[src/rtl/uncached_dbus_sequencer.sv]
// uncached_dbus_sequencer: serializes the two ports' uncached data requests onto a single-beat bus
module uncached_dbus_sequencer #(
  parameter int ADDR_WIDTH = 32,
  parameter int DATA_WIDTH = 32
) (
  input  logic                             clk,
  input  logic                             resetn,
  input  logic [1:0]                       dreq_valid,
  input  logic [1:0][ADDR_WIDTH-1:0]       dreq_addr,
  input  logic [1:0][2:0]                  dreq_size,
  input  logic [1:0][DATA_WIDTH/8-1:0]     dreq_strobe,
  input  logic [1:0][DATA_WIDTH-1:0]       dreq_data,
  input  logic [1:0]                       d_uncache,
  output logic                             stall_out,
  output logic [1:0]                       dresp_data_ok,
  output logic [1:0][DATA_WIDTH-1:0]       dresp_data,
  output logic                             creq_valid,
  output logic                             creq_is_write,
  output logic [ADDR_WIDTH-1:0]            creq_addr,
  output logic [2:0]                       creq_size,
  output logic [DATA_WIDTH/8-1:0]          creq_strobe,
  output logic [DATA_WIDTH-1:0]            creq_data,
  input  logic                             cresp_ready,
  input  logic                             cresp_last,
  input  logic [DATA_WIDTH-1:0]            cresp_data
);
  typedef enum logic [1:0] {IDLE, REQ0, REQ1, DONE} state_e;
  state_e                         state_q, state_d;
  logic [1:0]                     mask_q, mask_d;
  logic [1:0][ADDR_WIDTH-1:0]     addr_q, addr_d;
  logic [1:0][2:0]                size_q, size_d;
  logic [1:0][DATA_WIDTH/8-1:0]   strobe_q, strobe_d;
  logic [1:0][DATA_WIDTH-1:0]     data_q, data_d;
  logic [1:0][DATA_WIDTH-1:0]     res_q, res_d;
  logic [1:0]                     active;
  logic                           sel, in_req, done;
  assign active = dreq_valid & d_uncache;
  assign sel    = state_q == REQ1;
  assign in_req = state_q == REQ0 || state_q == REQ1;
  assign done   = state_q == DONE;
  // state register and captured request/result registers
  always_ff @(posedge clk or negedge resetn) begin
    if (!resetn) begin
      state_q  <= IDLE;
      mask_q   <= '0;
      addr_q   <= '0;
      size_q   <= '0;
      strobe_q <= '0;
      data_q   <= '0;
      res_q    <= '0;
    end else begin
      state_q  <= state_d;
      mask_q   <= mask_d;
      addr_q   <= addr_d;
      size_q   <= size_d;
      strobe_q <= strobe_d;
      data_q   <= data_d;
      res_q    <= res_d;
    end
  end
  // capture in IDLE, walk active ports in order, one bus beat each, then report
  always_comb begin
    state_d  = state_q;
    mask_d   = mask_q;
    addr_d   = addr_q;
    size_d   = size_q;
    strobe_d = strobe_q;
    data_d   = data_q;
    res_d    = res_q;
    if (state_q == IDLE && |active) begin
      mask_d   = active;
      addr_d   = dreq_addr;
      size_d   = dreq_size;
      strobe_d = dreq_strobe;
      data_d   = dreq_data;
      state_d  = active[0] ? REQ0 : REQ1;
    end else if (in_req && cresp_ready && cresp_last) begin
      res_d[sel] = cresp_data;
      state_d    = (!sel && mask_q[1]) ? REQ1 : DONE;
    end else if (done) begin
      state_d = IDLE;
    end
  end
  // bus request and memory-stage response drive; stall is forced low while in reset
  always_comb begin
    stall_out     = resetn && (in_req || (state_q == IDLE && |active));
    creq_valid    = in_req;
    creq_is_write = in_req && |strobe_q[sel];
    creq_addr     = in_req ? addr_q[sel] : '0;
    creq_size     = in_req ? size_q[sel] : '0;
    creq_strobe   = in_req ? strobe_q[sel] : '0;
    creq_data     = in_req ? data_q[sel] : '0;
    dresp_data_ok = done ? mask_q : 2'b00;
    for (int i = 0; i < 2; i++) dresp_data[i] = (done && mask_q[i]) ? res_q[i] : '0;
  end
endmodule

[config.mk]
export PLATFORM = sky130hd
export DESIGN_NAME = uncached_dbus_sequencer
export DESIGN_NICKNAME = d
export VERILOG_FILES = /design/src/rtl/uncached_dbus_sequencer.sv
export SDC_FILE = /design/constraint.sdc
export NUM_CORES = 1
export LEC_CHECK = 0
export CAP_MARGIN = 20
export CORE_MARGIN = 4
export CORE_UTILIZATION = 35
export CTS_CLUSTER_SIZE = 8
export DETAILED_ROUTE_END_ITERATION = 16
export PLACE_DENSITY_LB_ADDON = 0.2
export SYNTH_ARGS = -nofsm -noshare
export SYNTH_HDL_FRONTEND = slang
export SYNTH_SLANG_ARGS = --single-unit
[constraint.sdc]
create_clock -name clk -period 2.6 [get_ports clk]
set_clock_uncertainty 0.15 [all_clocks]
set_input_delay 0.52 -clock clk [delete_from_list [all_inputs] [get_ports clk]]
set_output_delay 0.52 -clock clk [all_outputs]
set_load 0.01 [all_outputs]
==> metrics.cfg <==
[status]
status = finished with violations
violations = negative setup slack

[logic_synthesis]
synthTopCellsByArea = dfrtp_1, mux2_2, mux2_4, mux2i_1, nor2b_1
yosysTopAreaCell = dfrtp_1
synth_edf_count = 0
ys_warn_count = 0
syn-num-nets = 889
ys.flop_type = dfrtp_1
synth_area_um2 = 9900
avgSynthCellArea_um2 = 14.1
yosys.area.top_type_share = 0.531
synth_cells = 704
synth-seq-cells = 210
yosysSeqAreaShare = 0.531
async_flop_share = 1.00
synth_cell_types = 27

[worst_setup_path]
reg2reg_depth = 9
cp.arrival_ns = 2.04
regToRegSetupSlack_ns = 0.10
start_kind = flip-flop
critical_path_class = reg2out
crit_fanout = 5
crit_required_ns = 1.93
worstSetupEndpointType = output pin
rr_endpoint = res_q[1]$_DFFE_PN0P_
r2r_start = state_q[0]$_DFFE_PN0P_

[drt]
firstDrtPassIters = 4
num_vias = 6921
remaining_drc_errors = 0
avgViaCountPerCell = 4.74
routed_wl_mm = 29.3
ant_nets = 0
post_drt_wl_per_cell_um = 20.1
first_iter_violations = 236

[clocking]
clk_pin_slew_ns = 0.05
cts-root-buf = clkbuf_16
htreeDepth = 1
cts.sinks = 210
cts_buffers = 30
tritoncts = done
clk_latency_ns = 0.53
cts_buffer_depth = 3

[power_and_ir_drop]
p_sw_frac = 0.335
vdd_drop_max_mv = 0.658
p_total_uw = 21000
seqPwrFrac = 0.283
p_per_area_nw_per_um2 = 1370
power_frac_clock = 0.162
p_sw_uw = 7040
combPwrFrac = 0.554
p_leak_uw = 0.00698
internal-power_uw = 14000

[die]
dieArea_um2 = 31100
coreArea_um2 = 27900
boundaryPins = 322
die_h_um = 176
rows = 61
die_w_um = 176
start_util = 0.355

[sta]
fin_ws_ns = -0.109
drv_slew = 0
fmax_mhz = 369
period_share = 1.04
worst_pin_slew_ns = 0.699
setup_viol = 57
slew_headroom = 0.534
fin_crit_ns = 2.71
rsz0062_at_grt = true
finalHoldViolations = 0

[flow_run]
maxCapViolations = 0

[grt]
gr-usage-all-layers = 0.173
grt_pass1_wl_mm = 42.8
antenna_found_initial = 2
grt_pass1_vias = 7401
grt_max_degree = 122
grt_remaining_overflow = 0

[finish]
layout-drive-gt1-share = 0.412
nets = 1265
final_common_cell = dfrtp_1
area_growth_pct = 54.8
final_util = 0.550
mostFrequentLayoutCells = dfrtp_1, clkdlybuf4s50_1, mux2_2
final_cell_area_um2 = 15300

[placement]
place_hpwl_mm = 18.5
place_congestion = 0.746
portBuffers = 321
placed_area_um2 = 13700

[worst_hold_path]
holdPathEnd = res_q[37]$_DFFE_PN0P_
holdPathStages = 1
min_path_type = reg2reg
hold_start = res_q[37]$_DFFE_PN0P_

## worst max-delay path by stage
stage | startpoint | to | cells after the start
6_report | state_q[1]$_DFFE_PN0P_ | creq_addr[18] | 8
5_1_grt | state_q[1]$_DFFE_PN0P_ | creq_addr[23] | 8
4_1_cts | state_q[0]$_DFFE_PN0P_ | creq_data[14] | 7
3_5_place_dp | dreq_valid[0] | stall_out | 5
3_3_place_gp | dreq_valid[0] | stall_out | 5
2_1_floorplan | dreq_valid[0] | stall_out | 6
## synth_stat cells, drive strengths merged (2+ instances only)
cell type	n
nand2	4
a211oi	2
nor2b	71
mux2	207
dfrtp	210
nand3	3
inv	3
clkbuf	21
o21ai	2
mux2i	71
buf	30
and3	65
and2	3
ha	3
## logic make-up after synthesis
| kind of cell | synth area share |
|---|---|
| flip-flops | 0.531 |
| AND/OR/NAND/NOR | 0.0934 |
| adder cells (fa/ha/maj) | 0.00379 |
| multiplexers | 0.333 |
| AO/OA/AOI/OAI | 0.00745 |
| buffers and inverters | 0.0315 |
## area by class of cell
| cell class | instances | area (um2) |
|---|---|---|
| Antenna cell | 1 | 2.50 |
| Clock buffer | 32 | 779 |
| Clock inverter | 1 | 7.51 |
| Fill cell | 2351 | 12500 |
| Inverter | 3 | 11.3 |
| Multi-Input combinational cell | 440 | 4780 |
| Sequential cell | 210 | 5260 |
| Tap cell | 378 | 473 |
| Timing Repair Buffer | 395 | 4020 |
## registers in the layout, summed over array words and instances, names as in the netlist
| name | cells |
|---|---|
| addr_q | 64 |
| data_q | 64 |
| mask_q | 2 |
| res_q | 64 |
| size_q | 6 |
| state_q | 2 |
| strobe_q | 8 |
## through the flow
step	setup TNS [ns]	setup WS [ns]	hold WS, ns	instances
after detailed placement	-3.57	-0.175	0.322	1382
final	-2.54	-0.109	0.334	1460
after CTS	-3.67	-0.180	0.335	1436
after floorplan	0	0.375	0.0744	704
after global routing	-8.78	-0.208	0.357	1460
after global placement	-2.96	-0.185	0.314	1382
## repair_timing
action / 4_1_cts / 5_1_grt
endpoints found under the setup margin: 204 / 95
resized for setup: 371 / 162
buffers inserted: 14 / 12
gates cloned: 6 / 12
pin swaps: 2 / 1
hold buffers: 1 / 0
hold endpoints to repair: 46 / 0
## worst max-delay path, stage by stage (launching register included)
cell and delay (ns):
dfrtp_1 0.38, buf_6 0.13, ha_4 0.18, buf_8 0.15, buf_12 0.14, buf_6 0.12, mux2i_1 0.11, nor2b_1 0.14
buf_2 0.15
## power groups by stage
stage	Clock (uW)	Combinational [uW]	Sequential [uW]
final	3410	11700	5960
after global routing	3650	12500	6170
after CTS	3530	9630	5810
after detailed placement	0	9820	5830
after global placement	0	9760	5800
after floorplan	0	5590	5570
## routing by layer
layer  GRT usage  share of wire  vias up
met4      0.0367          0.018        2
met3      0.0520          0.071       31
met5           0        0.00044        -
li1            -              -     3217
met2       0.285           0.47      215
met1       0.228           0.44     3456
Note: power is estimated with default switching activity, not from simulation.
